## config.mk

```make
export PLATFORM = sky130hd
export DESIGN_NAME = alu_pipe
export DESIGN_NICKNAME = d
export VERILOG_FILES = /design/src/rtl/alu_pkg.sv /design/src/rtl/alu_mul_seq.sv /design/src/rtl/alu_pipe.sv
export SDC_FILE = /design/constraint.sdc
export NUM_CORES = 1
export LEC_CHECK = 0
export ABC_AREA = 1
export CAP_MARGIN = 20
export CORE_ASPECT_RATIO = 0.6
export CORE_MARGIN = 1.5
export CORE_UTILIZATION = 60
export CTS_CLUSTER_SIZE = 24
export DETAILED_ROUTE_END_ITERATION = 7
export GPL_TIMING_DRIVEN = 0
export PLACE_DENSITY = 0.8
export SYNTH_ARGS = -nofsm -noshare
export SYNTH_HDL_FRONTEND = slang
export SYNTH_SLANG_ARGS = --single-unit
```

## constraint.sdc

```tcl
create_clock -name clk -period 5.8 [get_ports clk]
set_input_delay 1.45 -clock clk [delete_from_list [all_inputs] [get_ports clk]]
set_output_delay 1.45 -clock clk [all_outputs]
set_load 0.1 [all_outputs]
```

## src/rtl/alu_pkg.sv

```systemverilog
// Shared definitions for the pipelined ALU: opcodes, flag bit positions and FSM states.
package alu_pkg;

  localparam int unsigned OP_ADD = 0;
  localparam int unsigned OP_SUB = 1;
  localparam int unsigned OP_SHL = 2;
  localparam int unsigned OP_SHR = 3;
  localparam int unsigned OP_SRA = 4;
  localparam int unsigned OP_AND = 8;
  localparam int unsigned OP_OR  = 9;
  localparam int unsigned OP_XOR = 10;
  localparam int unsigned OP_MUL = 12;

  localparam int unsigned FLAG_Z = 0;
  localparam int unsigned FLAG_N = 1;
  localparam int unsigned FLAG_C = 2;
  localparam int unsigned FLAG_V = 3;
  localparam int unsigned NFLAGS = 4;

  typedef enum logic {
    IDLE = 1'b0,
    MUL  = 1'b1
  } state_t;

endpackage

```

## src/rtl/alu_mul_seq.sv

```systemverilog
// Iterative shift-add unsigned multiplier, one multiplier bit per clock.
// done and the product outputs are valid in the cycle of the last iteration.
module alu_mul_seq
  import alu_pkg::*;
#(
  parameter int unsigned WIDTH = 16
) (
  input  logic             clk,
  input  logic             rst,
  input  logic             start,
  input  logic [WIDTH-1:0] a,
  input  logic [WIDTH-1:0] b,
  output logic             busy,
  output logic             done,
  output logic [WIDTH-1:0] prod_lo,
  output logic             prod_hi_nz
);

  localparam int unsigned CW = $clog2(WIDTH) + 1;
  localparam int unsigned PW = 2 * WIDTH;

  logic [CW-1:0]    cnt;
  logic [PW-1:0]    acc;
  logic [PW-1:0]    mcand;
  logic [PW-1:0]    acc_nxt;
  logic [WIDTH-1:0] mplier;

  // Product including the current iteration, so the final value is visible with done.
  always_comb begin
    acc_nxt    = mplier[0] ? (acc + mcand) : acc;
    busy       = (cnt != '0);
    done       = (cnt == CW'(1));
    prod_lo    = acc_nxt[WIDTH-1:0];
    prod_hi_nz = |acc_nxt[PW-1:WIDTH];
  end

  always_ff @(posedge clk) begin
    if (rst) begin
      cnt    <= '0;
      acc    <= '0;
      mcand  <= '0;
      mplier <= '0;
    end else if (start && !busy) begin
      cnt    <= CW'(WIDTH);
      acc    <= '0;
      mcand  <= {WIDTH'(0), a};
      mplier <= b;
    end else if (busy) begin
      cnt    <= cnt - CW'(1);
      acc    <= acc_nxt;
      mcand  <= mcand << 1;
      mplier <= mplier >> 1;
    end
  end

endmodule

```

## src/rtl/alu_pipe.sv

```systemverilog
// Registered ALU with valid/ready handshake, one-entry output register, status flags
// and an iterative multiply; single-cycle ops sustain one result per clock.
module alu_pipe
  import alu_pkg::*;
#(
  parameter int unsigned WIDTH = 16,
  parameter int unsigned OPW   = 4
) (
  input  logic              clk,
  input  logic              rst,
  input  logic              in_valid,
  output logic              in_ready,
  input  logic [WIDTH-1:0]  in1,
  input  logic [WIDTH-1:0]  in2,
  input  logic [OPW-1:0]    opcode,
  output logic              out_valid,
  input  logic              out_ready,
  output logic [WIDTH-1:0]  result,
  output logic [NFLAGS-1:0] flags,
  output logic              err
);

  localparam int unsigned SW  = $clog2(WIDTH);
  localparam int unsigned EW  = WIDTH + 1;
  localparam int unsigned MSB = WIDTH - 1;

  state_t state, state_nxt;

  logic             accept;
  logic             is_mul;
  logic             mul_start;
  logic             mul_busy;
  logic             mul_done;
  logic             mul_hi_nz;
  logic [WIDTH-1:0] mul_lo;

  logic [SW-1:0]    sh;
  logic [EW-1:0]    ext;
  logic [WIDTH-1:0] alu_res;
  logic             alu_c;
  logic             alu_v;
  logic             alu_err;

  logic              load;
  logic [WIDTH-1:0]  load_res;
  logic [NFLAGS-1:0] load_flags;
  logic              load_err;

  assign in_ready  = !rst && (state == IDLE) && (!out_valid || out_ready);
  assign accept    = in_valid && in_ready;
  assign is_mul    = (opcode == OPW'(OP_MUL));
  assign mul_start = accept && is_mul;
  assign sh        = in2[SW-1:0];

  alu_mul_seq #(.WIDTH(WIDTH)) u_mul (
    .clk        (clk),
    .rst        (rst),
    .start      (mul_start),
    .a          (in1),
    .b          (in2),
    .busy       (mul_busy),
    .done       (mul_done),
    .prod_lo    (mul_lo),
    .prod_hi_nz (mul_hi_nz)
  );

  // Single-cycle datapath; shifts use a one-bit extension to capture the last bit out.
  always_comb begin
    ext     = '0;
    alu_res = '0;
    alu_c   = 1'b0;
    alu_v   = 1'b0;
    alu_err = 1'b0;
    case (opcode)
      OPW'(OP_ADD): begin
        ext     = {1'b0, in1} + {1'b0, in2};
        alu_res = ext[WIDTH-1:0];
        alu_c   = ext[WIDTH];
        alu_v   = (in1[MSB] == in2[MSB]) && (alu_res[MSB] != in1[MSB]);
      end
      OPW'(OP_SUB): begin
        alu_res = in1 - in2;
        alu_c   = (in1 < in2);
        alu_v   = (in1[MSB] != in2[MSB]) && (alu_res[MSB] != in1[MSB]);
      end
      OPW'(OP_SHL): begin
        ext     = {1'b0, in1} << sh;
        alu_res = ext[WIDTH-1:0];
        alu_c   = ext[WIDTH];
      end
      OPW'(OP_SHR): begin
        ext     = {in1, 1'b0} >> sh;
        alu_res = ext[WIDTH:1];
        alu_c   = ext[0];
      end
      OPW'(OP_SRA): begin
        ext     = EW'($signed({in1, 1'b0}) >>> sh);
        alu_res = ext[WIDTH:1];
        alu_c   = ext[0];
      end
      OPW'(OP_AND): alu_res = in1 & in2;
      OPW'(OP_OR):  alu_res = in1 | in2;
      OPW'(OP_XOR): alu_res = in1 ^ in2;
      OPW'(OP_MUL): alu_res = '0;
      default:      alu_err = 1'b1;
    endcase
  end

  // Next state plus selection of what the output register captures this edge.
  always_comb begin
    state_nxt  = state;
    load       = 1'b0;
    load_res   = alu_res;
    load_err   = alu_err;
    load_flags = '0;
    case (state)
      IDLE: begin
        if (mul_start) begin
          state_nxt = MUL;
        end else if (accept) begin
          load = 1'b1;
        end
        load_flags[FLAG_C] = alu_c;
        load_flags[FLAG_V] = alu_v;
      end
      MUL: begin
        load_res = mul_lo;
        load_err = 1'b0;
        load_flags[FLAG_C] = mul_hi_nz;
        if (mul_done || !mul_busy) begin
          state_nxt = IDLE;
          load      = mul_done;
        end
      end
      default: state_nxt = IDLE;
    endcase
    load_flags[FLAG_Z] = (load_res == '0);
    load_flags[FLAG_N] = load_res[MSB];
  end

  always_ff @(posedge clk) begin
    if (rst) begin
      state <= IDLE;
    end else begin
      state <= state_nxt;
    end
  end

  // Output register: reload wins over drain so back-to-back results keep full rate.
  always_ff @(posedge clk) begin
    if (rst) begin
      out_valid <= 1'b0;
      result    <= '0;
      flags     <= '0;
      err       <= 1'b0;
    end else if (load) begin
      out_valid <= 1'b1;
      result    <= load_res;
      flags     <= load_flags;
      err       <= load_err;
    end else if (out_ready) begin
      out_valid <= 1'b0;
    end
  end

endmodule

```

==> results of run 1 <==
[cell usage after synthesis (6+ instances only)]
library cell | n | area, um^2
nand2_1 | 719 | 2699
inv_1 | 323 | 1212
nand3_1 | 238 | 1191
nor2_1 | 193 | 724.4
dfxtp_1 | 107 | 2142
o21ai_0 | 106 | 530.5
a21oi_1 | 99 | 495.5
ha_1 | 86 | 1076
clkbuf_1 | 33 | 123.9
nand4_1 | 32 | 200.2
buf_2 | 27 | 135.1
o21bai_1 | 20 | 150.1
nor3_1 | 16 | 80.08
inv_2 | 11 | 41.29
o211ai_1 | 9 | 67.56
o21ai_1 | 9 | 45.04
and2_1 | 8 | 50.05
buf_6 | 8 | 90.09
nand2_2 | 8 | 50.05
nor2_2 | 8 | 50.05
o221ai_1 | 8 | 70.07
xnor2_1 | 7 | 61.31
nand2_4 | 6 | 67.56
o22ai_1 | 6 | 37.54
[cell families after synthesis]
logic type	synth area share
flops	0.1813
compound gates	0.1256
xor+xnor	0.008894
fa+ha+maj	0.09615
buf+inv	0.1413
simple gates	0.4468
[through the flow]
| step | utilization | cells | hold slack, ns | instance area (um^2) |
|---|---|---|---|---|
| after global placement | 0.6659 | 2466 | 0.4468 | 12770 |
| after CTS | 0.6828 | 2482 | 0.4704 | 13100 |
| after global routing | 0.6828 | 2482 | 0.4946 | 13100 |
| after floorplan | - | 2138 | 0.4313 | 11820 |
| after detailed placement | 0.6659 | 2466 | 0.4578 | 12770 |
| final | 0.6828 | 2482 | 0.4721 | 13100 |
[sequential cells by signal, indices dropped and copies added, names as in the netlist]
signal and flops:
u_mul.cnt 5, flags 4, u_mul.mcand 32, err 1, state 1, out_valid 1, u_mul.acc 32, result 15
u_mul.mplier 16
[worst max-delay path, cell delays in order]
cell	delay, ns
clkdlybuf4s50_1	0.63
inv_1	0.33
clkbuf_1	0.67
ha_1	0.49
nor2_1	0.26
nand2_1	0.09
nand3_1	0.20
nand2_1	0.14
nand3_1	0.11
nand2_1	0.05
nand3_1	0.06
nand3_1	0.15
nand2_1	0.16
nand2_1	0.09
nor2_1	0.14
nand2_1	0.07
nor2_1	0.11
nand3_1	0.10
a21oi_2	0.12
[power by group through the flow]
stage | clock network (mW) | registers [mW] | logic, mW
6_report | 0.681 | 0.891 | 1.58
2_1_floorplan | 0 | 0.955 | 0.943
3_5_place_dp | 0 | 0.901 | 1.47
4_1_cts | 0.672 | 0.887 | 1.48
5_1_grt | 0.705 | 0.899 | 1.69
3_3_place_gp | 0 | 0.899 | 1.43
[layer usage]
layer  wire length [um]  vias up
li1                   -     6896
met1              22000     6759
met3              11630       75
met5                 96        -
met2              15970     1288
met4                642        2
[layout make-up]
type	count	area [um^2]	share of cell area
clock inverter	7	100.1	0.007644
tap	266	332.8	0.02542
multi-input combinational	1616	8005	0.6113
inverter	338	1271	0.09708
timing repair buffer	62	620.6	0.04739
clock buffer	9	225.2	0.01720
sequential	107	2142	0.1636
buffer	77	397.9	0.03038
[worst max-delay path by stage]
stage | end | cells after the start | slack [ns] | from
after floorplan | in_ready | 1 | 0.75 | rst
after global placement | flags[0] | 21 | 0.62 | in2[2]
after detailed placement | flags[0] | 19 | 0.61 | in2[3]
after CTS | in_ready | 4 | 0.93 | out_ready
after global routing | flags[0] | 19 | 0.44 | in2[3]
final | flags[0] | 19 | 0.66 | in2[3]
==> flow_metrics.py, run 1 <==
metrics = {
    "outcome": {
        "outcome": "complete, no violations",
    },
    "routing": {
        "antenna_violating_nets_post_route": 0,
        "viasPerCell": 6.052,
        "num_vias": 15020,
        "wirelength_um": 50340,
        "wl_per_cell_um": 20.28,
        "drt_iter0_drc": 2717,
        "drc": 0,
        "dr.pass1.iters": 8,
    },
    "power_and_ir_drop": {
        "powerDensity_nw_per_um2": 240.5,
        "finalPower_mw": 3.149,
        "p_clk_frac": 0.216,
        "intPower_mw": 1.629,
        "p_comb_frac": 0.501,
        "ir_drop_v": 0.0002546,
        "p_leak_nw": 7.180,
        "p_sw_frac": 0.4826,
        "power_switching_mw": 1.520,
        "seqPwrFrac": 0.283,
    },
    "sta": {
        "rsz0062_at_grt": "no",
        "maxSlewViolCount": 0,
        "finalCritPeriodShare": 0.8864,
        "worst_pin_slew_ns": 0.9807,
        "timing.fmax_mhz": 194.5,
        "maxSlewHeadroom": 0.3441,
        "hold_viol": 0,
        "tns_ns": 0,
        "finalSetupViolCount": 0,
        "timing.final.ws_setup_ns": 0.6592,
        "fin_crit_ns": 5.141,
        "clock_skew_ns": 0.01314,
    },
    "min_path": {
        "hold_end": "u_mul.mplier[15]",
        "whs_path_depth": 2,
        "holdCritStartpoint": "u_mul.mplier[15]",
        "min_path_type": "flip-flop to flip-flop",
    },
    "setup_path": {
        "critPathLaunchType": "input port",
        "rr_endpoint": "flags[2]",
        "critical_path_arrival_ns": 5.44,
        "worstReg2RegStart": "u_mul.mcand[0]",
        "path_class": "input port to flip-flop",
        "crit_path_end_kind": "flip-flop",
        "worstPathMaxFanout": 11,
        "worst_ep_required_time_ns": 6.10,
        "rr_worst_depth": 21,
        "ff2ff_setup_slack_ns": 2.37,
    },
    "layout": {
        "fill_cells": 1819,
        "drive_gt1_frac": 0.04693,
        "nets": 2340,
        "final_common_cell": "nand2_1",
        "layout_common_cells": "nand2_1 (719), inv_1 (323), nand3_1 (238)",
        "n_antenna_cell": 0,
        "synthToLayoutAreaGrowth_pct": 10.82,
    },
    "clock_tree": {
        "cts_sinks": 107,
        "cts.clk_slew.worst_paths_ns": 0.07,
        "numCtsBuffers": 9,
        "cts_tree": "done",
        "root_buffer": "clkbuf_16",
        "cts_resized": 0,
        "clk_latency_ns": 0.37,
        "ctsHoldBuffers": 0,
        "postCtsSetupBuffers": 0,
        "cts_max_path_buffers": 2,
        "cts.htree.levels": 3,
    },
    "synth": {
        "synthCells": 2138,
        "synth_enable_flop_cells": 0,
        "synthArstFlopShare": 0,
        "synth.yosys.seq_area_share": 0.1813,
        "yosysWarnings": 0,
        "syn-cell-area_um2": 11820,
        "postSynthAreaPerCell_um2": 5.527,
        "ys_ff_latch": 107,
        "synth_cell_types": 46,
        "ys.flop_type": "dfxtp_1",
        "syn_nets": 2267,
    },
    "global_routing": {
        "grt_util_all_layers": 0.4886,
        "grt-ovfl-total": 0,
        "grt-busiest-layer": "met1",
        "met3_usage": 0.3075,
        "antenna_found_initial": 0,
        "gr-usage-met2": 0.5442,
        "grt_pass1_vias": 12888,
        "grt_pass1_wl_um": 74900,
        "grt_max_degree": 19,
        "grt_use_met1": 0.7514,
    },
    "floorplanning": {
        "rows": 39,
        "coreArea_um2": 19180,
        "die_y_um": 111.7,
        "top_level_ports": 63,
        "dieArea_um2": 20570,
        "start_util": 0.6162,
        "die_w_um": 184.2,
    },
    "placed_design": {
        "gp_congestion": 1.127,
        "place_ws_ns": 0.6092,
        "hpwlAfterDp_um": 41810,
        "portBuffers": 62,
    },
    "job": {
        "maxCapViolations": 0,
    },
}
Power figures use the tool's default switching activity.
==> run 2, diff against run 1 <==
--- a/constraint.sdc
+++ b/constraint.sdc
@@ -3,2 +3,2 @@
 set_output_delay 1.45 -clock clk [all_outputs]
-set_load 0.1 [all_outputs]
+set_load 0.01 [all_outputs]
==> results of run 2 <==
The final DEF is identical to that of run 1. Status: complete, no violations.
Main changes from that run: total power 3.149 mW -> 3.072 mW; worst IR drop on VDD 0.0002546 V -> 0.0002545 V
==> run 3, diff against run 2 <==
Settings changed: ABC_CLOCK_PERIOD_IN_PS set to 5800.
==> results of run 3 <==
The final DEF is identical to that of run 1. Status: complete, no violations.
Main changes from that run: total power 3.149 mW -> 3.072 mW; worst IR drop on VDD 0.0002546 V -> 0.0002545 V
